<file path="src/rtl/gol_board_reader.sv">
// Game of Life board reader: fetches one row per request and streams its cells in raster order
// over valid/ready, counting live cells per frame. Optional macro GOL_READER_SKIP_EMPTY_EN drops all-zero rows.
module gol_board_reader #(
    parameter int ROWS = 16,
    parameter int COLS = 16
) (
    input  logic                           ClkPort,
    input  logic                           reset_n,
    input  logic                           start,
    output logic                           rd_en,
    output logic [$clog2(ROWS)-1:0]        rd_row,
    input  logic [COLS-1:0]                rd_data,
    input  logic                           rd_valid,
    output logic                           out_valid,
    input  logic                           out_ready,
    output logic                           out_cell,
    output logic [$clog2(COLS)-1:0]        out_x,
    output logic [$clog2(ROWS)-1:0]        out_y,
    output logic                           out_last,
    output logic                           busy,
    output logic                           frame_done,
    output logic [$clog2(ROWS*COLS+1)-1:0] live_cnt
);

    localparam int YW = $clog2(ROWS);
    localparam int XW = $clog2(COLS);
    localparam int CW = $clog2(ROWS*COLS+1);
    localparam logic [XW-1:0] X_LAST = XW'(COLS-1);
    localparam bit ONE_COL = (COLS == 1);

    typedef enum logic [2:0] {S_IDLE, S_REQ, S_WAIT, S_SHIFT, S_DONE} state_t;

    state_t          state_q;
    logic [YW-1:0]   y_q;
    logic [COLS-1:0] rowbuf_q;
    logic [CW-1:0]   cnt_q;
    logic            rd_en_q;
    logic [YW-1:0]   rd_row_q;
    logic            out_valid_q;
    logic            out_cell_q;
    logic [XW-1:0]   out_x_q;
    logic [YW-1:0]   out_y_q;
    logic            out_last_q;
    logic            busy_q;
    logic            frame_done_q;
    logic [CW-1:0]   live_cnt_q;
`ifdef GOL_READER_SKIP_EMPTY_EN
    localparam logic [XW-1:0] X_PEN = XW'(COLS-2);
    // The last beat of a row is held back until a later non-empty row (or the end of the
    // board) is found, so out_last can mark the final beat actually emitted.
    logic            pend_q;
    logic            pend_out_q;
`endif

    logic            xfer;
    logic            last_row;
    logic [CW-1:0]   cnt_d;
    logic [YW-1:0]   y_next;
    logic [XW-1:0]   x_next;

    always_comb begin
        xfer     = out_valid_q & out_ready;
        last_row = (y_q == YW'(ROWS-1));
        cnt_d    = cnt_q + {{(CW-1){1'b0}}, xfer & out_cell_q};
        y_next   = y_q + YW'(1);
        x_next   = out_x_q + XW'(1);
    end

    always_ff @(posedge ClkPort or negedge reset_n) begin
        if (!reset_n) begin
            state_q      <= S_IDLE;
            y_q          <= '0;
            rowbuf_q     <= '0;
            cnt_q        <= '0;
            rd_en_q      <= 1'b0;
            rd_row_q     <= '0;
            out_valid_q  <= 1'b0;
            out_cell_q   <= 1'b0;
            out_x_q      <= '0;
            out_y_q      <= '0;
            out_last_q   <= 1'b0;
            busy_q       <= 1'b0;
            frame_done_q <= 1'b0;
            live_cnt_q   <= '0;
`ifdef GOL_READER_SKIP_EMPTY_EN
            pend_q       <= 1'b0;
            pend_out_q   <= 1'b0;
`endif
        end else begin
            rd_en_q      <= 1'b0;
            frame_done_q <= 1'b0;
            cnt_q        <= cnt_d;
            case (state_q)
                S_IDLE, S_DONE: begin
                    state_q <= S_IDLE;
                    if (start) begin
                        state_q  <= S_REQ;
                        rd_en_q  <= 1'b1;
                        rd_row_q <= '0;
                        y_q      <= '0;
                        out_x_q  <= '0;
                        cnt_q    <= '0;
                        busy_q   <= 1'b1;
`ifdef GOL_READER_SKIP_EMPTY_EN
                        pend_q   <= 1'b0;
`endif
                    end
                end
                S_REQ: state_q <= S_WAIT;
                S_WAIT: begin
                    if (rd_valid) begin
`ifdef GOL_READER_SKIP_EMPTY_EN
                        if (rd_data == '0) begin
                            if (!last_row) begin
                                state_q  <= S_REQ;
                                rd_en_q  <= 1'b1;
                                rd_row_q <= y_next;
                                y_q      <= y_next;
                            end else if (pend_q) begin
                                state_q     <= S_SHIFT;
                                pend_q      <= 1'b0;
                                pend_out_q  <= 1'b1;
                                out_valid_q <= 1'b1;
                                out_cell_q  <= rowbuf_q[COLS-1];
                                out_x_q     <= X_LAST;
                                out_last_q  <= 1'b1;
                            end else begin
                                state_q      <= S_DONE;
                                busy_q       <= 1'b0;
                                frame_done_q <= 1'b1;
                                live_cnt_q   <= cnt_d;
                            end
                        end else begin
                            rowbuf_q    <= rd_data;
                            state_q     <= S_SHIFT;
                            out_valid_q <= 1'b1;
                            if (pend_q) begin
                                pend_q     <= 1'b0;
                                pend_out_q <= 1'b1;
                                out_cell_q <= rowbuf_q[COLS-1];
                                out_x_q    <= X_LAST;
                                out_last_q <= 1'b0;
                            end else begin
                                out_cell_q <= rd_data[0];
                                out_x_q    <= '0;
                                out_y_q    <= y_q;
                                out_last_q <= last_row && ONE_COL;
                            end
                        end
`else
                        rowbuf_q    <= rd_data;
                        state_q     <= S_SHIFT;
                        out_valid_q <= 1'b1;
                        out_cell_q  <= rd_data[0];
                        out_x_q     <= '0;
                        out_y_q     <= y_q;
                        out_last_q  <= last_row && ONE_COL;
`endif
                    end
                end
                S_SHIFT: begin
                    if (xfer) begin
                        if (out_last_q) begin
                            state_q      <= S_DONE;
                            out_valid_q  <= 1'b0;
                            out_last_q   <= 1'b0;
                            busy_q       <= 1'b0;
                            frame_done_q <= 1'b1;
                            live_cnt_q   <= cnt_d;
`ifdef GOL_READER_SKIP_EMPTY_EN
                        end else if (pend_out_q) begin
                            pend_out_q <= 1'b0;
                            out_cell_q <= rowbuf_q[0];
                            out_x_q    <= '0;
                            out_y_q    <= y_q;
                            out_last_q <= last_row && ONE_COL;
                        end else if (out_x_q == X_PEN && !last_row) begin
                            pend_q      <= 1'b1;
                            state_q     <= S_REQ;
                            rd_en_q     <= 1'b1;
                            rd_row_q    <= y_next;
                            y_q         <= y_next;
                            out_valid_q <= 1'b0;
`endif
                        end else if (out_x_q == X_LAST) begin
                            state_q     <= S_REQ;
                            rd_en_q     <= 1'b1;
                            rd_row_q    <= y_next;
                            y_q         <= y_next;
                            out_valid_q <= 1'b0;
                        end else begin
                            out_cell_q <= rowbuf_q[x_next];
                            out_x_q    <= x_next;
                            out_last_q <= last_row && (x_next == X_LAST);
                        end
                    end
                end
                default: state_q <= S_IDLE;
            endcase
        end
    end

    assign rd_en      = rd_en_q;
    assign rd_row     = rd_row_q;
    assign out_valid  = out_valid_q;
    assign out_cell   = out_cell_q;
    assign out_x      = out_x_q;
    assign out_y      = out_y_q;
    assign out_last   = out_last_q;
    assign busy       = busy_q;
    assign frame_done = frame_done_q;
    assign live_cnt   = live_cnt_q;

endmodule
</file>
<file path="config.mk">
export PLATFORM = sky130hd
export DESIGN_NAME = gol_board_reader
export DESIGN_NICKNAME = d
export VERILOG_FILES = /design/src/rtl/gol_board_reader.sv
export SDC_FILE = /design/constraint.sdc
export NUM_CORES = 1
export LEC_CHECK = 0
export ABC_CLOCK_PERIOD_IN_PS = 3100
export CAP_MARGIN = 20
export CELL_PAD_IN_SITES_DETAIL_PLACEMENT = 0
export CELL_PAD_IN_SITES_GLOBAL_PLACEMENT = 1
export CORE_ASPECT_RATIO = 0.9
export CORE_MARGIN = 5
export CORE_UTILIZATION = 35
export CTS_CLUSTER_DIAMETER = 200
export DETAILED_ROUTE_END_ITERATION = 10
export DONT_BUFFER_PORTS = 1
export PLACE_DENSITY = 0.68
export REMOVE_ABC_BUFFERS = 1
export SYNTH_ARGS = -nofsm -noshare
export SYNTH_HDL_FRONTEND = slang
export SYNTH_SLANG_ARGS = --single-unit
export TNS_END_PERCENT = 1
</file>
<file path="constraint.sdc">
create_clock -name ClkPort -period 3.1 [get_ports ClkPort]
set_input_delay 0.155 -clock ClkPort [delete_from_list [all_inputs] [get_ports ClkPort]]
set_output_delay 0.155 -clock ClkPort [all_outputs]
set_load 0.01 [all_outputs]
</file>
==> impl_results.md, run 1 <==
- Clock Tree Root: clkbuf_8
- DR vias: 1598
- #FFs+latches synth: 55
- Final wirelength: 5150 um
- Initial core utilization: 35.4%
- Fmax: 444 MHz
- Final Net Count: 248
- Run status: complete, no violations
- Critical path launch point type: register
- Die H: 89.7 um
- GPL Wtd Cong: 0.773
- Endpoints failing setup: 0
- CTS tree: yes
- Via density: 5.06
- Hold crit path type: in2reg
- Max cap viols: 0
- Core area: 6970 um^2
- RSZ-0062 raised after global routing: no
- Cell taking the most area after synthesis: dfrtp_1
- Design Power: 1.41 mW
- Layout area overhead: 17.4%
- CP required: 3290 ps
- Worst Max-Slew Pin Slew: 590 ps
- Worst Skew: 7.36 ps
- P per Cell Area: 488 nW/um^2
- WL/cell: 16.3 um
- Worst rel slew slack: 59.7%
- Hold Buf Count CTS: 19
- Largest net degree at the start of global routing: 56
- Setup Buffers After CTS: 0
- Slew Limit Fails: 0
- Sink Count: 55
- Setup TNS: 0 ps
- Final Hold Viols: 0
- Top_reg_cell synth: dfrtp_1
- Area of the die: 8840 um^2
- Hold slack: 36.4 ps
- GRT Util Overall: 12.4%
- DRT Pass-1 Iters: 4
- Count of input and output buffers: 0
- Synth Cell Area: 2470 um^2
- Count leader, synth: dfrtp_1
- Cells after Synth: 200
- Remaining DRCs: 0
- Synth cell count leaders: dfrtp_1 (55), mux2_1 (23), nand2_1 (15), nor2_1 (13)
- FP Rows: 29
- Largest cells by area after synthesis: dfrtp_1 (56%), mux2_1 (10%), mux4_1 (4.3%), xor2_1 (2.8%), ha_1 (2.5%)
- Minimum clock period: 2250 ps
- Worst-path fanout max: 10
- CTS Buffer Depth: 2
- Die width: 98.5 um
- Cell total after placement: 289
- Yosys warns: 0
- Share of flip-flops with an asynchronous set or reset: 100%
- Io pins: 48
- Leakage: 1.35 nW
- Grt ovf: 0
- Initial antenna violation count: 0
- Post-layout instance count excluding filler cells: 316
- First-pass GRT wire length: 8630 um
- H-tree depth: 2
- Top cell type's share of synthesized area: 55.8%
- Ant. Diodes: 0
- Number of synthesized flops with an enable pin: 0
- CP Capture Type: register
- Vias in the first global route: 1652
- Post-DP HPWL: 3640 um
- # resized after CTS: 0
- Layout cells sized above 1: 7.62%
- Antenna viol nets, final: 0
- Post-Place Setup Slack: 863 ps
- Critical path class: reg2reg
- Tcrit/Tclk final: 72.7%
- Total CTS buffers: 5
- Worst-path clk slew: 100 ps
- Register area share after synthesis: 55.8%
- Synth cell types: 40
- Clock Latency Late Sink: 300 ps
- Fin worst setup slack: 846 ps
- Syn_area_per_cell: 12.3 um^2
- Worst VDD drop: 301 uV
- Crit path DAT: 2450 ps
- DR iter-0 viols: 78
==> cell families (layout without fill, tap and decap cells) <==
group                      Yosys count  after routing  synth area share, %
muxes                               29             29                 16.1
AOI/OAI and AO/OA                   30             30                 7.65
xor gates and xnor gates             9              9                 3.19
DFF                                 55             55                 55.8
buffers and inverters               13             36                 2.48
adders and majority gates            5              5                 2.53
and+or+nand+nor                     59             59                 12.3
==> critical path, stage by stage, from the launching register on <==
cell and delay [ps]:
dfrtp_1 640, inv_1 90, ha_1 400, mux4_1 310, mux4_2 470, a31o_1 220
==> placed cells by master (no fill, tap or decap), types with 3 or more instances in the layout <==
cell type / count
a22o_1: 3
dlygate4sd3_1: 18
dfrtp_1: 55
mux2_1: 23
nand4_1: 3
a21oi_1: 5
buf_4: 3
clkbuf_8: 6
ha_1: 5
nor2_1: 13
o21ai_1: 8
nor2b_1: 4
o21ai_0: 6
nand3_1: 8
nand2_1: 15
and3_1: 5
xor2_1: 8
mux4_1: 4
inv_1: 5
==> area by class of cell <==
type / instances / area [um^2]
repair buffers: 22 / 230
clock buffers: 6 / 82.6
multi-input cells: 132 / 1040
flip-flops and latches: 55 / 1380
fillers: 691 / 4070
clock inverters: 2 / 35.0
well taps: 93 / 116
inverters: 6 / 22.5
==> power breakdown <==
group,internal (mW),switching [mW],leakage [nW]
sequential,0.755,0.0398,0.724
combinational,0.0827,0.0480,0.570
clock,0.262,0.227,0.0612
==> state kept, by name, indices dropped and copies added, names as in the netlist <==
signal      cells
rowbuf_q       16
live_cnt        9
out_y           4
rd_en           1
out_x           4
out_cell        1
frame_done      1
out_valid       1
cnt_q           9
rd_row          4
state_q         3
busy            1
out_last        1
==> path summary, 6_finish.rpt <==
check / depth (start not counted) / to / slack [ps] / startpoint
max in group asynchronous: 2 / rowbuf_q[4] / 2460 / reset_n
hold / removal: 2 / out_valid / 40 / rd_valid
hold reg to reg: 1 / rowbuf_q[9] / 490 / rowbuf_q[9]
min in group asynchronous: 2 / cnt_q[7] / 370 / reset_n
setup / recovery: 5 / out_cell / 850 / out_x[0]
setup reg to reg: 5 / out_cell / 850 / out_x[0]
==> routing by layer <==
layer | vias up | track usage (%) | wire length [um]
li1 | 758 | - | -
met1 | 802 | 16.6 | 2420
met2 | 32 | 20.0 | 2420
met3 | 6 | 3.09 | 233
met4 | 0 | 4.47 | 84
met5 | - | 0 | 0
==> through the flow <==
step                instance area [um^2]  utilization [%]
floorplan                           2430                -
global placement                    2570             36.9
detailed placement                  2570             36.9
CTS                                 2900             41.6
global route                        2900             41.6
finish                              2900             41.6
Note: power is estimated with default switching activity, not from simulation.
==> inputs of run 2 (changes only) <==
ABC_CLOCK_PERIOD_IN_PS = 2300   (was 3100)
clock period = 2.3 ns   (was 3.1 ns; I/O delays follow)
==> run 2 against run 1 <==
Effect of this change:
- total power up 26%
- fmax up 14%
- critical endpoint unchanged
- design area down 0.39%
==> impl_results.md, run 2 (same netlist as run 1, synthesis figures left out) <==
- Run status: complete, no violations
- Final Net Count: 251
- Design Power: 1.78 mW
- Crit path DAT: 2180 ps
- CP required: 2500 ps
- Hold crit path type: in2reg
- Worst-path clk slew: 100 ps
- Crit-path leading delay family: multiplexers
- Antenna viol nets, final: 0
- Initial core utilization: 35.4%
- CP Capture Type: register
- # resized after CTS: 0
- Layout area overhead: 17.0%
- Worst Max-Slew Pin Slew: 617 ps
- Crit-path slowest cell: dfrtp_1
- RSZ-0062 raised after global routing: no
- Routing usage on met2: 19.2%
- Max cap viols: 0
- Met3 Resource Use GR: 3.40%
- Die width: 98.5 um
- Endpoints failing setup: 0
- DRT Pass-1 Iters: 4
- Met1 usage: 16.5%
- Tcrit/Tclk final: 86.0%
- P per Cell Area: 615 nW/um^2
- Sink Count: 55
- WP depth: 4
- Most common cell after layout, fill and taps aside: dfrtp_1
- GRT Util Overall: 12.3%
- H-tree depth: 2
- Fmax: 505 MHz
- Leakage: 1.36 nW
- Minimum clock period: 1980 ps
- Io pins: 48
- R2r endpoint: out_cell
- DR iter-0 viols: 60
- Final Hold Viols: 0
- Area of the die: 8840 um^2
- Via density: 4.93
- Count of input and output buffers: 0
- Vias in the first global route: 1611
- Die H: 89.7 um
- WL/cell: 16.3 um
- DP Area: 2600 um^2
- Worst-path cell chain: ha_1, mux4_1, mux4_2, a31o_1
- DR vias: 1574
- Worst r2r src: out_x[1]
- Grt ovf: 0
- CTS Buffer Depth: 2
- Critical Path Source: out_x[1]
- FP Rows: 29
- First-pass GRT wire length: 8560 um
- Largest net degree at the start of global routing: 56
- Cells on worst reg2reg path: 4
- R2R Setup Slk: 320 ps
- Gr busiest metal: met2
- Setup TNS: 0 ps
- Max FFs per register: 16
- Worst VDD drop: 226 uV
- GPL Wtd Cong: 0.734
- Worst path max stage delay: 470 ps
- Post-Place Setup Slack: 306 ps
- Commonest non-fill, non-tap cells in the layout: dfrtp_1 (55), mux2_1 (23), dlygate4sd3_1 (18)
- Post-DP HPWL: 3690 um
- Initial antenna violation count: 0
- Final wirelength: 5210 um
- CTS tree: yes
- Post-route cell area: 2890 um^2
- Core area: 6970 um^2
- Clock Tree Root: clkbuf_8
- Critical path launch point type: register
- Fin worst setup slack: 321 ps
- Worst Skew: 9.14 ps
- Slew Limit Fails: 0
- Worst setup path endpoint: out_cell
- Worst path bufs/invs: 0
- Ant. Diodes: 0
- Layout cells sized above 1: 8.85%
- Total CTS buffers: 5
- Critical path class: reg2reg
- Most flop-heavy register: rowbuf_q
- Clock Latency Late Sink: 310 ps
- Worst-path fanout max: 5
- Remaining DRCs: 0
- Worst rel slew slack: 57.8%
-- run 2: routing by layer --
metal | vias to the layer above | wire length [um] | share of wire, %
met3 | 6 | 201 | 3.9
li1 | 768 | - | -
met2 | 25 | 2400 | 46
met1 | 775 | 2540 | 49
met5 | - | 0 | 0
met4 | 0 | 72 | 1.4
-- run 2: area by class of cell --
type                       count  area [um^2]
multi-input combinational    132         1040
clock buffer                   5         68.8
tap                           93          116
clock inverter                 3         15.0
sequential                    55         1380
fill                         681         4080
inverter                       6         22.5
timing repair buffer          25          253
-- run 2: stage by stage --
stage | util (%) | std cells | hold slack, ps
6_report | 41.5 | 319 | 51.8
5_1_grt | 41.5 | 319 | 39.7
4_1_cts | 41.5 | 319 | 38.8
3_5_place_dp | 37.3 | 292 | -180
3_3_place_gp | 37.3 | 292 | -179
2_1_floorplan | - | 193 | -181
-- run 2: report_power, final --
| part | leakage (nW) | switching (mW) | internal (mW) |
|---|---|---|---|
| Clock | 0.0477 | 0.308 | 0.209 |
| Combinational | 0.584 | 0.0769 | 0.121 |
| Sequential | 0.724 | 0.0430 | 1.02 |
-- run 2: how the worst min path moves through the flow --
stage / startpoint / to / slack (ps) / cells past startpoint
after floorplan: reset_n / busy / -180 / 0
after global placement: reset_n / live_cnt[4] / -180 / 0
after detailed placement: reset_n / live_cnt[5] / -180 / 0
after CTS: rd_data[0] / out_cell / 40 / 2
after global routing: rd_data[0] / out_cell / 40 / 2
final: rd_data[0] / out_cell / 50 / 2
-- run 2: timing repair --
| action | in CTS | in global routing |
|---|---|---|
| hold buffers | 19 | 0 |
| endpoints found under the hold margin | 73 | 0 |
| buffers inserted | 0 | 0 |
==> inputs of run 3 (changes only) <==
ABC_CLOCK_PERIOD_IN_PS = 1900   (was 2300)
BUFFER_PORTS_ARGS = -buffer_cell sky130_fd_sc_hd__buf_2   (was default)
DONT_BUFFER_PORTS = default   (was 1)
PLACE_DENSITY = 0.76   (was 0.68)
TNS_END_PERCENT = 5   (was 1)
clock period = 1.9 ns   (was 2.3 ns; I/O delays follow)
==> run 3 against run 2 <==
Effect of this change:
- clock power grew 55%
- global-route usage grew 0.45 points
- sequential power increased by 21%
- utilization up 3.8 points
- total power is 34% higher
==> impl_results.md, run 3 (same netlist as run 1, synthesis figures left out) <==
- Run status: complete, no violations
- Util after Layout: 45.3%
- Ant. Diodes: 0
- Hold Path Stages: 2
- Initial antenna violation count: 0
- Count of input and output buffers: 47
- GRT Util Overall: 12.7%
- Worst r2r src: out_x[0]
- Die H: 89.7 um
- Final Net Count: 297
- Worst-path fanout max: 5
- Total CTS buffers: 5
- Endpoints failing setup: 0
- Remaining DRCs: 0
- Worst Skew: 9.88 ps
- CP dominant cell by count: mux4_2
- Io pins: 48
- GPL Wtd Cong: 0.799
- DR vias: 1786
- Hold Path Origin: rd_data[13]
- Comb power frac: 12.5%
- Initial core utilization: 35.4%
- H-tree depth: 2
- Layout area overhead: 27.8%
- Layout cells sized above 1: 30.9%
- Final wirelength: 5250 um
- Max FFs per register: 16
- Final Hold Viols: 0
- CP required: 2110 ps
- Post-DP HPWL: 3760 um
- RSZ-0062 raised after global routing: yes
- Largest net degree at the start of global routing: 56
- Sink Count: 55
- Crit-path slowest cell: mux4_2
- Critical path class: reg2reg
- DR iter-0 viols: 61
- Fmax: 537 MHz
- Worst-path cell chain: inv_2, ha_4, mux4_2, mux4_2, a31o_1
- Worst path bufs/invs: 1
- Critical path launch point type: register
- FP Rows: 29
- Antenna viol nets, final: 0
- Switching share of power: 22.7%
- Setup Buffers After CTS: 0
- Fin worst setup slack: 39.5 ps
- Hold endpoint: rowbuf_q[13]
- WL/cell: 14.4 um
- Max cap viols: 0
- Post-Place Setup Slack: -31.4 ps
- Worst Max-Slew Pin Slew: 678 ps
- Tcrit/Tclk final: 97.9%
- Core area: 6970 um^2
- CTS tree: yes
- Vias in the first global route: 1737
- CP Capture Type: register
- Minimum clock period: 1860 ps
- Hold crit path type: in2reg
- Worst path max stage delay: 470 ps
- Switch Pwr: 0.540 mW
- Hold slack: 3.94 ps
- Post-layout instance count excluding filler cells: 365
- Area of the die: 8840 um^2
- Commonest non-fill, non-tap cells in the layout: dfrtp_1 (55), buf_2 (47), mux2_1 (23)
- R2r endpoint: out_cell
- Most common cell after layout, fill and taps aside: dfrtp_1
- First-pass GRT wire length: 8910 um
- Clock Latency Late Sink: 310 ps
- Leakage: 1.56 nW
- Worst VDD drop: 341 uV
- Worst-path clk slew: 100 ps
- P per Cell Area: 753 nW/um^2
- Grt ovf: 0
- Via density: 4.89
- DP Area: 2900 um^2
- CTS Buffer Depth: 2
- Post-route cell area: 3160 um^2
- Worst rel slew slack: 54.8%
- Crit-path leading delay family: multiplexers
- Power Internal: 1.84 mW
- Slew Limit Fails: 0
- Die width: 98.5 um
- Part of the power in the clock network: 33.7%
- Crit path DAT: 2070 ps
- Cells on worst reg2reg path: 5
- Clock Tree Root: clkbuf_8
- Cell total after placement: 346
- R2R Setup Slk: 40 ps
- Most flop-heavy register: rowbuf_q
- Flop pwr share: 53.8%
- DRT Pass-1 Iters: 4
[run 3: how the worst max path moves through the flow]
stage / from / endpoint / slack, ps / depth (start not counted)
6_report: out_x[0] / out_cell / 40 / 5
5_1_grt: out_x[0] / out_cell / -40 / 5
2_1_floorplan: state_q[2] / out_y[0] / -830 / 3
3_3_place_gp: out_x[0] / out_cell / 30 / 5
4_1_cts: out_x[1] / rd_row[3] / 8 / 5
3_5_place_dp: out_x[0] / out_cell / -30 / 5
[run 3: area by class of cell]
type	count	area, um^2
sequential	55	1380
timing repair buffer	71	459
clock inverter	2	35.0
fill	672	3810
clock buffer	6	82.6
inverter	6	22.5
tap	93	116
multi-input combinational	132	1060
[run 3: power by group through the flow]
stage          clock network (mW)  logic (mW)  registers (mW)
3_3_place_gp                    0       0.250            1.30
3_5_place_dp                    0       0.259            1.30
6_report                    0.801       0.298            1.28
5_1_grt                     0.885       0.331            1.29
4_1_cts                     0.828       0.302            1.28
2_1_floorplan                   0       0.135            1.30
[run 3: repair_timing]
action                                  CTS  global route
endpoints found under the setup margin    1             7
hold buffers                              9             2
gates cloned                              0             0
gates resized for setup                   8             5
hold endpoints to repair                 63             2
pin swaps                                 1             0
[run 3: stage by stage]
step	TNS, ps	power [mW]
global placement	0	1.55
CTS	0	2.41
floorplan	-17390	1.43
global route	-36.6	2.50
detailed placement	-31.4	1.56
finish	0	2.38
[run 3: metal layers]
layer / vias up / global-route usage [%] / share of wire [%]
met5: - / 0 / 0
met4: 0 / 4.47 / 1.7
met3: 6 / 3.40 / 4.8
met2: 32 / 20.1 / 46
met1: 886 / 17.2 / 48
li1: 862 / - / -
